## config.mk

```make
export PLATFORM = sky130hd
export DESIGN_NAME = mem_io_arbiter
export DESIGN_NICKNAME = d
export VERILOG_FILES = /design/src/rtl/mem_io_pkg.sv /design/src/rtl/io_port_bank.sv /design/src/rtl/mem_io_arbiter.sv
export SDC_FILE = /design/constraint.sdc
export NUM_CORES = 1
export LEC_CHECK = 0
export CAP_MARGIN = 25
export CORE_MARGIN = 8
export CORE_UTILIZATION = 45
export DETAILED_ROUTE_END_ITERATION = 10
export PLACE_DENSITY = 0.81
export SYNTH_ARGS = -nofsm -noshare
export SYNTH_HDL_FRONTEND = slang
export SYNTH_SLANG_ARGS = --single-unit
```

## constraint.sdc

```tcl
create_clock -name clock -period 3.65 [get_ports clock]
set_input_delay 0.73 -clock clock [delete_from_list [all_inputs] [get_ports clock]]
set_output_delay 0.73 -clock clock [all_outputs]
set_load 0.05 [all_outputs]
```

## src/rtl/mem_io_pkg.sv

```systemverilog
// Shared encodings for the data-side bus arbiter: FSM states, requester codes, I/O map.
// No logic of its own; no latency.
// No backpressure; constants only.
package mem_io_pkg;

    typedef enum logic [1:0] {
        ST_IDLE   = 2'd0,
        ST_ACCESS = 2'd1,
        ST_RESP   = 2'd2
    } state_t;

    typedef enum logic {
        OWN_CPU = 1'b0,
        OWN_DBG = 1'b1
    } owner_t;

    // The I/O bank is selected by a single address bit (base 0x80); the word offset is addr[6:2].
    localparam int IO_SEL_BIT = 7;
    localparam int IO_WORD_W  = 5;

    localparam logic [IO_WORD_W-1:0] IO_WORD_P0 = 5'd0;  // 0x0: in_port0 / out_port0
    localparam logic [IO_WORD_W-1:0] IO_WORD_P1 = 5'd1;  // 0x4: in_port1 / out_port1
    localparam logic [IO_WORD_W-1:0] IO_WORD_P2 = 5'd2;  // 0x8: out_port2 (reads return 0)

    function automatic logic io_word_mapped(input logic [IO_WORD_W-1:0] w);
        return w <= IO_WORD_P2;
    endfunction

endpackage

```

## src/rtl/io_port_bank.sv

```systemverilog
// Memory-mapped I/O: 2-flop input synchronisers, three output registers, offset decode, sticky bus_err.
// Reads are combinational from the synchronised inputs; writes land at the end of the io_en cycle.
// No backpressure: io_en is a single-cycle strobe that always completes.
module io_port_bank
    import mem_io_pkg::*;
#(
    parameter int DW = 32
) (
    input  logic                 clock,
    input  logic                 reset,
    input  logic [DW-1:0]        in_port0,
    input  logic [DW-1:0]        in_port1,
    input  logic                 io_en,
    input  logic                 io_we,
    input  logic [IO_WORD_W-1:0] io_word,
    input  logic [DW-1:0]        io_wdata,
    output logic [DW-1:0]        io_rdata,
    output logic [DW-1:0]        out_port0,
    output logic [DW-1:0]        out_port1,
    output logic [DW-1:0]        out_port2,
    output logic                 bus_err
);

    logic [DW-1:0] in0_s1_q, in0_s1_d, in0_s2_q, in0_s2_d;
    logic [DW-1:0] in1_s1_q, in1_s1_d, in1_s2_q, in1_s2_d;
    logic [DW-1:0] out0_q, out0_d, out1_q, out1_d, out2_q, out2_d;
    logic          bus_err_q, bus_err_d;

    // Next-state: synchroniser shift, decoded port writes, sticky error on unmapped offsets.
    always_comb begin
        in0_s1_d  = in_port0;
        in0_s2_d  = in0_s1_q;
        in1_s1_d  = in_port1;
        in1_s2_d  = in1_s1_q;
        out0_d    = out0_q;
        out1_d    = out1_q;
        out2_d    = out2_q;
        bus_err_d = bus_err_q;
        if (io_en) begin
            if (!io_word_mapped(io_word)) begin
                bus_err_d = 1'b1;
            end else if (io_we) begin
                case (io_word)
                    IO_WORD_P0: out0_d = io_wdata;
                    IO_WORD_P1: out1_d = io_wdata;
                    IO_WORD_P2: out2_d = io_wdata;
                    default:    ;
                endcase
            end
        end
    end

    // Read mux: only the two input ports are readable, everything else reads as zero.
    always_comb begin
        io_rdata = '0;
        case (io_word)
            IO_WORD_P0: io_rdata = in0_s2_q;
            IO_WORD_P1: io_rdata = in1_s2_q;
            default:    io_rdata = '0;
        endcase
    end

    // State registers with synchronous reset.
    always_ff @(posedge clock) begin
        if (reset) begin
            in0_s1_q  <= '0;
            in0_s2_q  <= '0;
            in1_s1_q  <= '0;
            in1_s2_q  <= '0;
            out0_q    <= '0;
            out1_q    <= '0;
            out2_q    <= '0;
            bus_err_q <= 1'b0;
        end else begin
            in0_s1_q  <= in0_s1_d;
            in0_s2_q  <= in0_s2_d;
            in1_s1_q  <= in1_s1_d;
            in1_s2_q  <= in1_s2_d;
            out0_q    <= out0_d;
            out1_q    <= out1_d;
            out2_q    <= out2_d;
            bus_err_q <= bus_err_d;
        end
    end

    assign out_port0 = out0_q;
    assign out_port1 = out1_q;
    assign out_port2 = out2_q;
    assign bus_err   = bus_err_q;

endmodule

```

## src/rtl/mem_io_arbiter.sv

```systemverilog
// Two-requester (CPU, debug) data-bus arbiter with RAM / I/O decode and a starvation guard for debug.
// Request sampled in IDLE at cycle t -> one-cycle ack at t+2; next grant no earlier than t+3.
// Requesters hold req until ack; cpu_stall = cpu_req & ~cpu_ack holds the pipeline meanwhile.
module mem_io_arbiter
    import mem_io_pkg::*;
#(
    parameter int AW           = 32,
    parameter int DW           = 32,
    parameter int RAM_AW       = 5,
    parameter int STARVE_LIMIT = 4
) (
    input  logic              clock,
    input  logic              reset,
    input  logic              cpu_req,
    input  logic              cpu_we,
    input  logic [AW-1:0]     cpu_addr,
    input  logic [DW-1:0]     cpu_wdata,
    output logic [DW-1:0]     cpu_rdata,
    output logic              cpu_ack,
    output logic              cpu_stall,
    input  logic              dbg_req,
    input  logic              dbg_we,
    input  logic [AW-1:0]     dbg_addr,
    input  logic [DW-1:0]     dbg_wdata,
    output logic [DW-1:0]     dbg_rdata,
    output logic              dbg_ack,
    output logic              ram_en,
    output logic              ram_we,
    output logic [RAM_AW-1:0] ram_addr,
    output logic [DW-1:0]     ram_wdata,
    input  logic [DW-1:0]     ram_rdata,
    input  logic [DW-1:0]     in_port0,
    input  logic [DW-1:0]     in_port1,
    output logic [DW-1:0]     out_port0,
    output logic [DW-1:0]     out_port1,
    output logic [DW-1:0]     out_port2,
    output logic              bus_err
);

    localparam int              SW         = $clog2(STARVE_LIMIT + 1);
    localparam logic [SW-1:0]   STARVE_MAX = SW'(STARVE_LIMIT);

    state_t                state_q, state_d;
    owner_t                owner_q, owner_d;
    logic                  we_q, we_d;
    logic                  io_q, io_d;
    logic [IO_WORD_W-1:0]  io_word_q, io_word_d;
    logic [DW-1:0]         wdata_q, wdata_d;
    logic [SW-1:0]         starve_q, starve_d;
    logic                  ram_en_q, ram_en_d;
    logic                  ram_we_q, ram_we_d;
    logic [RAM_AW-1:0]     ram_addr_q, ram_addr_d;
    logic                  cpu_ack_q, cpu_ack_d;
    logic                  dbg_ack_q, dbg_ack_d;
    logic [DW-1:0]         rdata_q, rdata_d;

    logic                  dbg_wins;
    logic                  io_en;
    logic [DW-1:0]         io_rdata;
    logic [DW-1:0]         resp_dat;
    logic                  unused_addr_bits;

    // Only the decode bits of the addresses matter; the rest are deliberately ignored.
    assign unused_addr_bits = ^{cpu_addr, dbg_addr};

    // Debug wins if CPU is idle or debug has lost STARVE_LIMIT arbitrations in a row.
    assign dbg_wins = dbg_req & (~cpu_req | (starve_q == STARVE_MAX));

    // Next-state for the IDLE -> ACCESS -> RESP sequence, grant latching and the starvation counter.
    always_comb begin
        state_d    = state_q;
        owner_d    = owner_q;
        we_d       = we_q;
        io_d       = io_q;
        io_word_d  = io_word_q;
        wdata_d    = wdata_q;
        starve_d   = starve_q;
        ram_en_d   = 1'b0;
        ram_we_d   = 1'b0;
        ram_addr_d = ram_addr_q;
        cpu_ack_d  = 1'b0;
        dbg_ack_d  = 1'b0;
        rdata_d    = rdata_q;
        if (!dbg_req) begin
            starve_d = '0;
        end
        case (state_q)
            ST_IDLE: begin
                if (cpu_req || dbg_req) begin
                    state_d    = ST_ACCESS;
                    owner_d    = dbg_wins ? OWN_DBG : OWN_CPU;
                    we_d       = dbg_wins ? dbg_we : cpu_we;
                    io_d       = dbg_wins ? dbg_addr[IO_SEL_BIT] : cpu_addr[IO_SEL_BIT];
                    io_word_d  = dbg_wins ? dbg_addr[IO_SEL_BIT-1:2] : cpu_addr[IO_SEL_BIT-1:2];
                    wdata_d    = dbg_wins ? dbg_wdata : cpu_wdata;
                    ram_addr_d = dbg_wins ? dbg_addr[RAM_AW+1:2] : cpu_addr[RAM_AW+1:2];
                    ram_en_d   = ~io_d;
                    ram_we_d   = ~io_d & we_d;
                    if (dbg_wins) begin
                        starve_d = '0;
                    end else if (dbg_req) begin
                        starve_d = starve_q + SW'(1);
                    end
                end
            end
            ST_ACCESS: begin
                state_d   = ST_RESP;
                cpu_ack_d = (owner_q == OWN_CPU);
                dbg_ack_d = (owner_q == OWN_DBG);
                rdata_d   = (io_q && !we_q) ? io_rdata : '0;
            end
            ST_RESP: begin
                state_d = ST_IDLE;
            end
            default: begin
                state_d = ST_IDLE;
            end
        endcase
    end

    // FSM and all registered outputs; reset abandons any access in flight without an ack.
    always_ff @(posedge clock) begin
        if (reset) begin
            state_q    <= ST_IDLE;
            owner_q    <= OWN_CPU;
            we_q       <= 1'b0;
            io_q       <= 1'b0;
            io_word_q  <= '0;
            wdata_q    <= '0;
            starve_q   <= '0;
            ram_en_q   <= 1'b0;
            ram_we_q   <= 1'b0;
            ram_addr_q <= '0;
            cpu_ack_q  <= 1'b0;
            dbg_ack_q  <= 1'b0;
            rdata_q    <= '0;
        end else begin
            state_q    <= state_d;
            owner_q    <= owner_d;
            we_q       <= we_d;
            io_q       <= io_d;
            io_word_q  <= io_word_d;
            wdata_q    <= wdata_d;
            starve_q   <= starve_d;
            ram_en_q   <= ram_en_d;
            ram_we_q   <= ram_we_d;
            ram_addr_q <= ram_addr_d;
            cpu_ack_q  <= cpu_ack_d;
            dbg_ack_q  <= dbg_ack_d;
            rdata_q    <= rdata_d;
        end
    end

    assign io_en = (state_q == ST_ACCESS) && io_q;

    io_port_bank #(.DW(DW)) u_io (
        .clock     (clock),
        .reset     (reset),
        .in_port0  (in_port0),
        .in_port1  (in_port1),
        .io_en     (io_en),
        .io_we     (we_q),
        .io_word   (io_word_q),
        .io_wdata  (wdata_q),
        .io_rdata  (io_rdata),
        .out_port0 (out_port0),
        .out_port1 (out_port1),
        .out_port2 (out_port2),
        .bus_err   (bus_err)
    );

    // RAM read data only arrives in the RESP cycle, so it bypasses the capture register.
    assign resp_dat  = (!io_q && !we_q) ? ram_rdata : rdata_q;

    assign cpu_ack   = cpu_ack_q;
    assign dbg_ack   = dbg_ack_q;
    assign cpu_rdata = cpu_ack_q ? resp_dat : '0;
    assign dbg_rdata = dbg_ack_q ? resp_dat : '0;
    assign cpu_stall = cpu_req & ~cpu_ack_q;

    assign ram_en    = ram_en_q;
    assign ram_we    = ram_we_q;
    assign ram_addr  = ram_addr_q;
    assign ram_wdata = wdata_q;

endmodule

```

==> flow_summary.toml, run 1 <==
[routing]
vias = 9408
drt-total-wl_um = 35700
drc = 0
avgRoutedWirePerCell_um = 19.6
routed.top_layer = "met4"
ant_nets = 0
drt-initial-drc-count = 468
dr_wl_met2_um = 17100
drtPass1Iterations = 5
wl_met1_um = 13800
vias_per_cell = 5.17
dr_wl_met3_um = 3080

[grt]
grt_pass1_vias = 9527
track_usage = 0.211
grt_pass1_wl_um = 53200
antenna_found_initial = 3
grt_max_degree = 133
grt_overflow = 0

[job]
drv_cap = 0

[synthesis]
ys_seq_area_frac = 0.522
ys_types = 33
synth_seq_cells = 306
synth_fp_nets = 1349
yosys_warnings = 0
syn_area_sq_um = 11700
synth.avg_cell_area_sq_um = 10.5
synthCells = 1117

[power]
p_per_area_nw_per_um2 = 473
total_power_mw = 7.97
ir_drop_mv = 0.329
p_leak_nw = 6.45

[sta]
finalCritPeriodShare = 0.951
period_needed_ns = 3.47
maxSlewHeadroom = 0.379
fmax_ghz = 0.288
hold_viol_final = 0
rsz0062_at_grt = "false"
setup_violations = 0
fin_skew_ns = 0.0219
tightest_slew_ns = 0.932
worst_slack_ns = 0.180
fin_setup_tns_ns = 0
hold_ws_ns = 0.433
slew_viol_final = 0

[placement]
io_buffers = 380
place_hpwl_um = 25300
dp_slack_ns = 0.519
place_area_sq_um = 15700
gp_congestion = 0.815

[final_layout]
fin_area_sq_um = 16800
multi_input_area_sq_um = 5180
syn2layout_area_growth_pct = 43.5
fill_cells = 2006
seqCellArea_sq_um = 6130
final_nets = 1689
drive_gt1_frac = 0.0588

[worst_setup_path]
arrival_ns = 2.74
critPathMaxFanout = 23
worstPathRequired_ns = 2.92
r2r-start = "io_q"
ff2ff_path_depth = 4
crit_path_end_kind = "output pin"
r2r_slack_ns = 1.58
path_class = "register to output pin"
timing.rr.end = "u_io.out_port2[23]"
cp-start-kind = "register"

[min_path]
hold_end = "u_io.in0_s2_q[24]"
hold_depth = 1
min_path_type = "register to register"
min_from = "u_io.in0_s1_q[24]"

[clocking]
cts_hold_buf = 0
cts_tree = "done"
clkTransAtPathRegs_ns = 0.06
clock_sinks = 306
ctsRootBufferMaster = "clkbuf_16"
insertion_delay_ns = 0.55
cts_buffers = 31
cts_resized = 0
clock_path_buffers = 3
htreeDepth = 1
postCtsSetupBuffers = 0

[floorplanning]
die-area_sq_um = 31500
die_h_um = 177
initial_utilization = 0.454
rows = 59
io_pins = 433
die_width_um = 177
coreArea_sq_um = 25800

[outcome]
outcome = "finished, final reports clean"
[registers in the layout (all words and copies together), names as in the netlist]
signal          count
we_q                1
dbg_ack             1
u_io.out_port2     32
u_io.in1_s1_q      32
u_io.in0_s1_q      32
ram_en              1
ram_we              1
u_io.in1_s2_q      32
u_io.out_port1     32
cpu_ack             1
starve_q            3
io_q                1
ram_wdata          32
ram_addr            5
rdata_q            32
u_io.in0_s2_q      32
u_io.out_port0     32
state_q             2
u_io.bus_err        1
owner_q             1
[report_power, final]
group	total [mW]	internal [mW]	switching [mW]	leakage, nW
registers	3.54	3.46	0.0769	2.50
clock network	3.32	2.01	1.31	0.529
logic	1.11	0.495	0.615	3.41
[stage by stage]
stage / util / instances
detailed placement: 0.609 / 1759
finish: 0.652 / 1818
CTS: 0.651 / 1815
global placement: 0.608 / 1758
global route: 0.652 / 1818
floorplan: - / 1117
[synth_stat cells]
| cell | instances | area (sq um) |
|---|---|---|
| and2_1 | 1 | 6.26 |
| a211oi_1 | 1 | 7.51 |
| nand2b_1 | 129 | 807 |
| a311oi_1 | 39 | 342 |
| buf_2 | 27 | 135 |
| o2bb2ai_1 | 32 | 280 |
| a2111o_1 | 1 | 11.3 |
| a31oi_1 | 2 | 12.5 |
| buf_4 | 3 | 22.5 |
| a21boi_4 | 1 | 18.8 |
| buf_6 | 7 | 78.8 |
| nor2_1 | 6 | 22.5 |
| dfxtp_1 | 306 | 6130 |
| o21ai_0 | 36 | 180 |
| inv_1 | 3 | 11.3 |
| or2_2 | 2 | 12.5 |
| nand4b_1 | 3 | 26.3 |
| clkbuf_1 | 56 | 210 |
| nand3_2 | 1 | 10.0 |
| nand2_1 | 4 | 15.0 |
| a21bo_1 | 1 | 10.0 |
| nor3_1 | 1 | 5.00 |
| nor4_4 | 1 | 21.3 |
| and4b_1 | 3 | 30.0 |
| a21oi_1 | 42 | 210 |
| nor2b_1 | 196 | 1230 |
| nand3b_1 | 2 | 15.0 |
| mux2i_1 | 160 | 1600 |
| ha_1 | 2 | 25.0 |
| nor3b_2 | 1 | 12.5 |
| nand3_1 | 42 | 210 |
| o21ai_1 | 5 | 25.0 |
| nor2_2 | 1 | 6.26 |
[area by class of cell]
| cell class | count | share of cell area |
|---|---|---|
| Inverter | 3 | 0.000669 |
| Multi-Input combinational cell | 715 | 0.308 |
| Clock buffer | 39 | 0.0508 |
| Antenna cell | 3 | 0.000446 |
| Clock inverter | 17 | 0.0136 |
| Tap cell | 335 | 0.0249 |
| Timing Repair Buffer | 400 | 0.238 |
| Sequential cell | 306 | 0.364 |
[worst max path at each step]
| stage | startpoint | endpoint | slack [ns] | cells past startpoint |
|---|---|---|---|---|
| 2_1_floorplan | cpu_ack | cpu_rdata[10] | 1.25 | 2 |
| 3_3_place_gp | cpu_req | cpu_stall | 0.52 | 3 |
| 3_5_place_dp | cpu_req | cpu_stall | 0.52 | 3 |
| 4_1_cts | io_q | cpu_rdata[22] | 0.1 | 5 |
| 5_1_grt | dbg_ack | dbg_rdata[24] | 0.04 | 3 |
| 6_report | dbg_ack | dbg_rdata[24] | 0.18 | 3 |
[worst max-delay path: stages (launching register included)]
cell and delay, ns:
dfxtp_1 0.93, buf_4 0.28, nor2b_1 0.16, clkdlybuf4s50_1 0.82
[routing by layer]
metal	GRT usage	up-vias
met5	0	-
met4	0.105	0
met3	0.0540	92
met2	0.371	426
met1	0.234	4391
li1	-	4499
[kinds of logic after synthesis]
family,after synthesis,synth area share
AOI/OAI and AO/OA,160,0.0935
adders and majority gates,2,0.00213
buffers and inverters,96,0.0390
DFF,306,0.522
muxes,160,0.136
and+or+nand+nor,393,0.207
[cells in the final DEF, fill, tap and decap left out, types with 5 or more instances in the layout]
cell	Yosys	final
a311oi_1	39	39
clkbuf_16	0	31
dfxtp_1	306	305
bufinv_16	0	5
o21ai_0	36	36
nand3_1	42	42
mux2i_1	160	160
clkbuf_8	0	6
a21oi_1	42	42
o21ai_1	5	5
o2bb2ai_1	32	32
clkinv_2	0	6
nor2b_1	196	196
buf_4	3	16
clkdlybuf4s50_1	0	378
nand2b_1	129	129
Power figures use the tool's default switching activity.
==> run 2, diff against run 1 <==
- HOLD_SLACK_MARGIN: unset -> 0.08
==> results of run 2 <==
Same layout as run 1: the final DEF is identical, and so are final timing and power.
==> run 3, diff against run 2 <==
- REMOVE_ABC_BUFFERS: unset -> 1
==> run 3 against run 2 <==
  * Fmax up 0.85%
  * Total power down 1.0%
  * Worst hold slack worse by 0.0012 ns
  * Count of clock-buffer cells in the layout up 2
  * Die area unchanged
  * Global-route usage up 0.53 points
  * Largest cell class unchanged
  * Sequential power about the same
  * Utilization down 0.15 points
  * Clock skew down 0.013 ns
  * Non-clock buffer count up 3
  * Final cell count up 0.17%
==> flow_summary.toml, run 3 (synthesis results as in run 1) <==
[power]
p_leak_nw = 6.43
p_per_area_nw_per_um2 = 469
ir_drop_mv = 0.394
total_power_mw = 7.88

[final_layout]
syn2layout_area_growth_pct = 43.2
final_nets = 1692
stdcell_count = 1821
fill_cells = 2051
fin_util = 0.650
drive_gt1_frac = 0.0600
final_common_cell = "clkdlybuf4s50_1"
final_cell_mix = "clkdlybuf4s50_1 (377), dfxtp_1 (305), nor2b_1 (196)"

[worst_setup_path]
cp-start-kind = "register"
worstPathRequired_ns = 2.92
r2r-start = "ram_addr[1]"
timing.rr.end = "u_io.out_port1[19]"
crit_family = "buffers and inverters"
arrival_ns = 2.71
critPathMaxFanout = 23
max_stage_delay_ns = 0.84
crit_end = "dbg_rdata[31]"
path_depth = 3
ff2ff_path_depth = 4
cp_num_buf_inv = 2
cp_cell_sequence = "buf_4, nor2b_1, clkdlybuf4s50_1"
cp_slowest_cell = "dfxtp_1"
crit_path_end_kind = "output pin"
critical_path.startpoint = "dbg_ack"
path_class = "register to output pin"
r2r_slack_ns = 1.44

[grt]
grt_overflow = 0
grt_pass1_wl_um = 53900
track_usage = 0.217
grt_max_degree = 123
grt_pass1_vias = 9520
antenna_found_initial = 2

[clocking]
postCtsSetupBuffers = 0
clock_sinks = 306
cts_tree = "done"
cts_buffers = 31
htreeDepth = 1
ctsRootBufferMaster = "clkbuf_16"
insertion_delay_ns = 0.54
cts_hold_buf = 0
clkTransAtPathRegs_ns = 0.06
cts_resized = 0
clock_path_buffers = 3

[min_path]
min_path_type = "register to register"

[routing]
avgRoutedWirePerCell_um = 19.7
drt-total-wl_um = 35900
drt-initial-drc-count = 502
vias = 9360
vias_per_cell = 5.14
drc = 0
ant_nets = 0
drtPass1Iterations = 5

[placement]
place_hpwl_um = 25900
io_buffers = 380
dp_slack_ns = 0.538
dp_cells = 1762
gp_congestion = 0.815

[job]
drv_cap = 0

[outcome]
outcome = "finished, final reports clean"

[sta]
setup_violations = 0
finalCritPeriodShare = 0.943
slew_viol_final = 0
hold_viol_final = 0
tightest_slew_ns = 0.873
fin_skew_ns = 0.00890
worst_slack_ns = 0.209
period_needed_ns = 3.44
maxSlewHeadroom = 0.418
fin_setup_tns_ns = 0
fmax_ghz = 0.291
rsz0062_at_grt = "false"

[floorplanning]
io_pins = 433
die-area_sq_um = 31500
coreArea_sq_um = 25800
die_width_um = 177
initial_utilization = 0.454
die_h_um = 177
rows = 59
## run 3: cell count changes in the layout (fill, tap and decap cells not counted), sizes merged
| cell | before | now |
|---|---|---|
| diode | 3 | 2 |
| bufinv | 5 | 4 |
| clkdlybuf4s50 | 378 | 377 |
| clkinv | 8 | 7 |
| clkbuf | 40 | 42 |
| inv | 4 | 5 |
| buf | 21 | 25 |
## run 3: through the flow
stage,hold WS [ns],cell area (sq um)
3_5_place_dp,0.420,15700
5_1_grt,0.450,16800
2_1_floorplan,0.399,11300
6_report,0.432,16800
4_1_cts,0.434,16800
3_3_place_gp,0.416,15700
## run 3: how the worst min path moves through the flow
stage | startpoint | end | slack [ns] | depth (start not counted)
2_1_floorplan | owner_q | cpu_ack | 0.40 | 1
3_3_place_gp | u_io.in0_s1_q[11] | u_io.in0_s2_q[11] | 0.42 | 1
3_5_place_dp | u_io.in0_s1_q[23] | u_io.in0_s2_q[23] | 0.42 | 1
4_1_cts | u_io.in0_s1_q[6] | u_io.in0_s2_q[6] | 0.43 | 1
5_1_grt | u_io.in0_s1_q[6] | u_io.in0_s2_q[6] | 0.45 | 1
6_report | u_io.in0_s1_q[6] | u_io.in0_s2_q[6] | 0.43 | 1
## run 3: routing by layer
layer  vias to the layer above  global-route usage  share of wire
met2                       394               0.374           0.48
met3                        74              0.0785          0.099
met5                         -                   0              0
met1                      4399               0.246           0.39
met4                         0              0.0670          0.032
li1                       4493                   -              -
## run 3: report_power, final
part           leakage [nW]  switching, mW  internal [mW]
logic                  3.42          0.603          0.491
registers              2.50         0.0815           3.46
clock network         0.513           1.31           1.93
total                  6.43           2.00           5.89
## run 3: cell type report
type	instances	area (sq um)	share of cell area
clock inverters	16	201	0.0120
flip-flops and latches	306	6130	0.365
clock buffers	41	853	0.0508
multi-input cells	715	5170	0.308
repair buffers	403	4010	0.239
diodes	2	5.00	0.000298
inverters	3	11.3	0.000670
well taps	335	419	0.0249
==> variant (settings of run 1) <==
The 3 states of `state_t` get a one-hot encoding in 3 bits.
--- a/src/rtl/mem_io_pkg.sv
+++ b/src/rtl/mem_io_pkg.sv
@@ -3,10 +3,10 @@
 // No backpressure; constants only.
 package mem_io_pkg;
 
-    typedef enum logic [1:0] {
-        ST_IDLE   = 2'd0,
-        ST_ACCESS = 2'd1,
-        ST_RESP   = 2'd2
+    typedef enum logic [2:0] {
+        ST_IDLE   = 3'b001,
+        ST_ACCESS = 3'b010,
+        ST_RESP   = 3'b100
     } state_t;
 
     typedef enum logic {
Check against the original RTL: same outputs for any inputs over 4 cycles, from zero or initial values and one cycle with reset high; so few cycles prove little.
==> variant against run 1 <==
- setup slack better by 0.021 ns
- largest power group unchanged
- routed wire length up 8.7%
- power up 2.2%
- sequential power grew 1%
- sequential cell count rose by 1
- cell area is 0.45% higher
- area after synthesis grew 1.4%
- final cell count increased by 4.1%
- sequential share of layout area is essentially flat
==> variant: results (changes against run 1) <==
Total Routing Usage GR = 0.2284 (+0.01722)
Final Skew = 0.01736 ns (-0.004549 ns)
Initial antenna violation count = 4 (+1)
Fill count = 2,024 (+0.90%)
Synth area leaders = dfxtp_1, mux2i_1, nor2b_1, nand2_1, a311oi_1
Post-DP HPWL = 26,860 µm (+6.2%)
VDD IR-drop max = 373.9 µV (+14%)
F_max = 289.9 MHz (+0.61%)
CTS buffer count = 34 (+9.7%)
Vias in the first global route = 10,060 (+5.6%)
Syn Nets = 1,432 (+6.2%)
Fin cells = 1,892 (+4.1%)
H-Tree Depth = 2 (+1)
Register area share after synthesis = 0.5165 (-0.005618)
Place WS = 0.6272 ns (+0.1082 ns)
CP Data Arrival Time = 2.72 ns (-0.02 ns)
First-pass GRT wire length = 57,410 µm (+7.9%)
Post-synth top cells = dfxtp_1, nor2b_1, nand2_1
Crit Path Max Fanout = 21 (-8.7%)
Status = finished, final reports clean
DR vias/cell = 5.377 (+3.9%)
CTS max path bufs = 3 (unchanged)
Placed instance count = 1,834 (+4.3%)
Power density over the cells = 481.1 nW/µm² (+1.7%)
Resized Gates After CTS = 0 (unchanged)
Initial DRT Pass Iterations = 5 (unchanged)
Iter 0 DRT Violations = 810 (+73%)
Routed WL = 38,820 µm (+8.7%)
Pleak = 6.616 nW (+2.6%)
Placed Area = 15,830 µm² (+0.51%)
Cells after Synth = 1,200 (+7.4%)
Rel. slew slack = 0.3615 (-0.01720)
Final RePlAce weighted congestion = 0.8368 (+2.7%)
Async SR Flop Fraction = 0 (unchanged)
Yosys cell types = 44 (+33%)
Met2 Use GR = 0.3963 (+0.02528)
Pin count of the biggest net entering global routing = 95 (-29%)
Hold Path Class = flop to flop
Share of cells above drive strength 1 = 0.06109 (+0.002309)
GR Layer Usage met1 = 0.2497 (+0.01606)
Main synth FF type = dfxtp_1
Worst-skew pair later-pin latency = 0.51 ns (-0.04 ns)
GRT met3 Usage = 0.07303 (+0.01899)
## variant: changes by cell type after synthesis, sizes merged, moves of 3 or more
cell / delta
nand2: +128
nand2b: -127
nor3b: +33
and3b: +32
mux2i: -32
o21ai: +32
clkbuf: +21
buf: -8
and4b: -3
nand4b: -3
## variant: final cells by class
| class | instances | share of cell area |
|---|---|---|
| timing repair buffer | 405 | 0.2372 |
| sequential | 307 | 0.3635 |
| multi-input combinational | 782 | 0.3090 |
| antenna | 2 | 0.0002959 |
| tap | 335 | 0.02478 |
| clock inverter | 13 | 0.008728 |
| clock buffer | 43 | 0.05533 |
| inverter | 5 | 0.001184 |
## variant: worst max-delay path, cell delays in order, from the launching register on
cell and delay, ns:
dfxtp_1 0.36, nor2_4 0.48, buf_12 0.27, mux2i_1 0.32, nor2b_1 0.08, clkdlybuf4s50_1 0.71
## variant: final timing paths
check	from	endpoint	slack (ns)	cells past startpoint
max	io_q$_SDFFE_PP0P_	dbg_rdata[25]	0.20	5
min	owner_q$_SDFFE_PP0P_	cpu_ack$_SDFF_PP0_	0.42	1
max reg2reg	ram_addr[2]$_SDFFE_PP0P_	u_io.out_port2[27]$_SDFFE_PP0P_	1.45	5
min reg2reg	owner_q$_SDFFE_PP0P_	cpu_ack$_SDFF_PP0_	0.42	1
## variant: power by group
| group | total (mW) | switching, mW | leakage [nW] | internal [mW] |
|---|---|---|---|---|
| clock | 3.30 | 1.34 | 0.521 | 1.96 |
| combinational | 1.26 | 0.750 | 3.58 | 0.512 |
| sequential | 3.58 | 0.0880 | 2.51 | 3.49 |
| total | 8.14 | 2.18 | 6.62 | 5.96 |
## variant: metrics by stage
stage          hold slack (ns)  total power, mW
2_1_floorplan           0.4059            4.374
3_3_place_gp            0.4154            4.877
3_5_place_dp            0.4218            4.901
4_1_cts                 0.4234            8.199
5_1_grt                 0.4516            8.435
6_report                0.4187            8.138
## variant: kinds of logic (layout without fill, tap and decap cells)
group | after synthesis | in the layout | share of synthesized area
AND/OR/NAND/NOR | 459 | 459 | 0.2214
flip-flops | 307 | 307 | 0.5165
AO/OA/AOI/OAI | 193 | 193 | 0.1065
multiplexers | 128 | 128 | 0.1077
buffers and inverters | 111 | 466 | 0.04584
adder cells (fa/ha/maj) | 2 | 2 | 0.002102
other | 0 | 2 | 0
## variant: routing by layer
layer  share of wire  vias up
met3            0.10      118
met4           0.041        4
met2            0.49      500
met1            0.37     4758
met5         0.00057        -
li1                -     4794
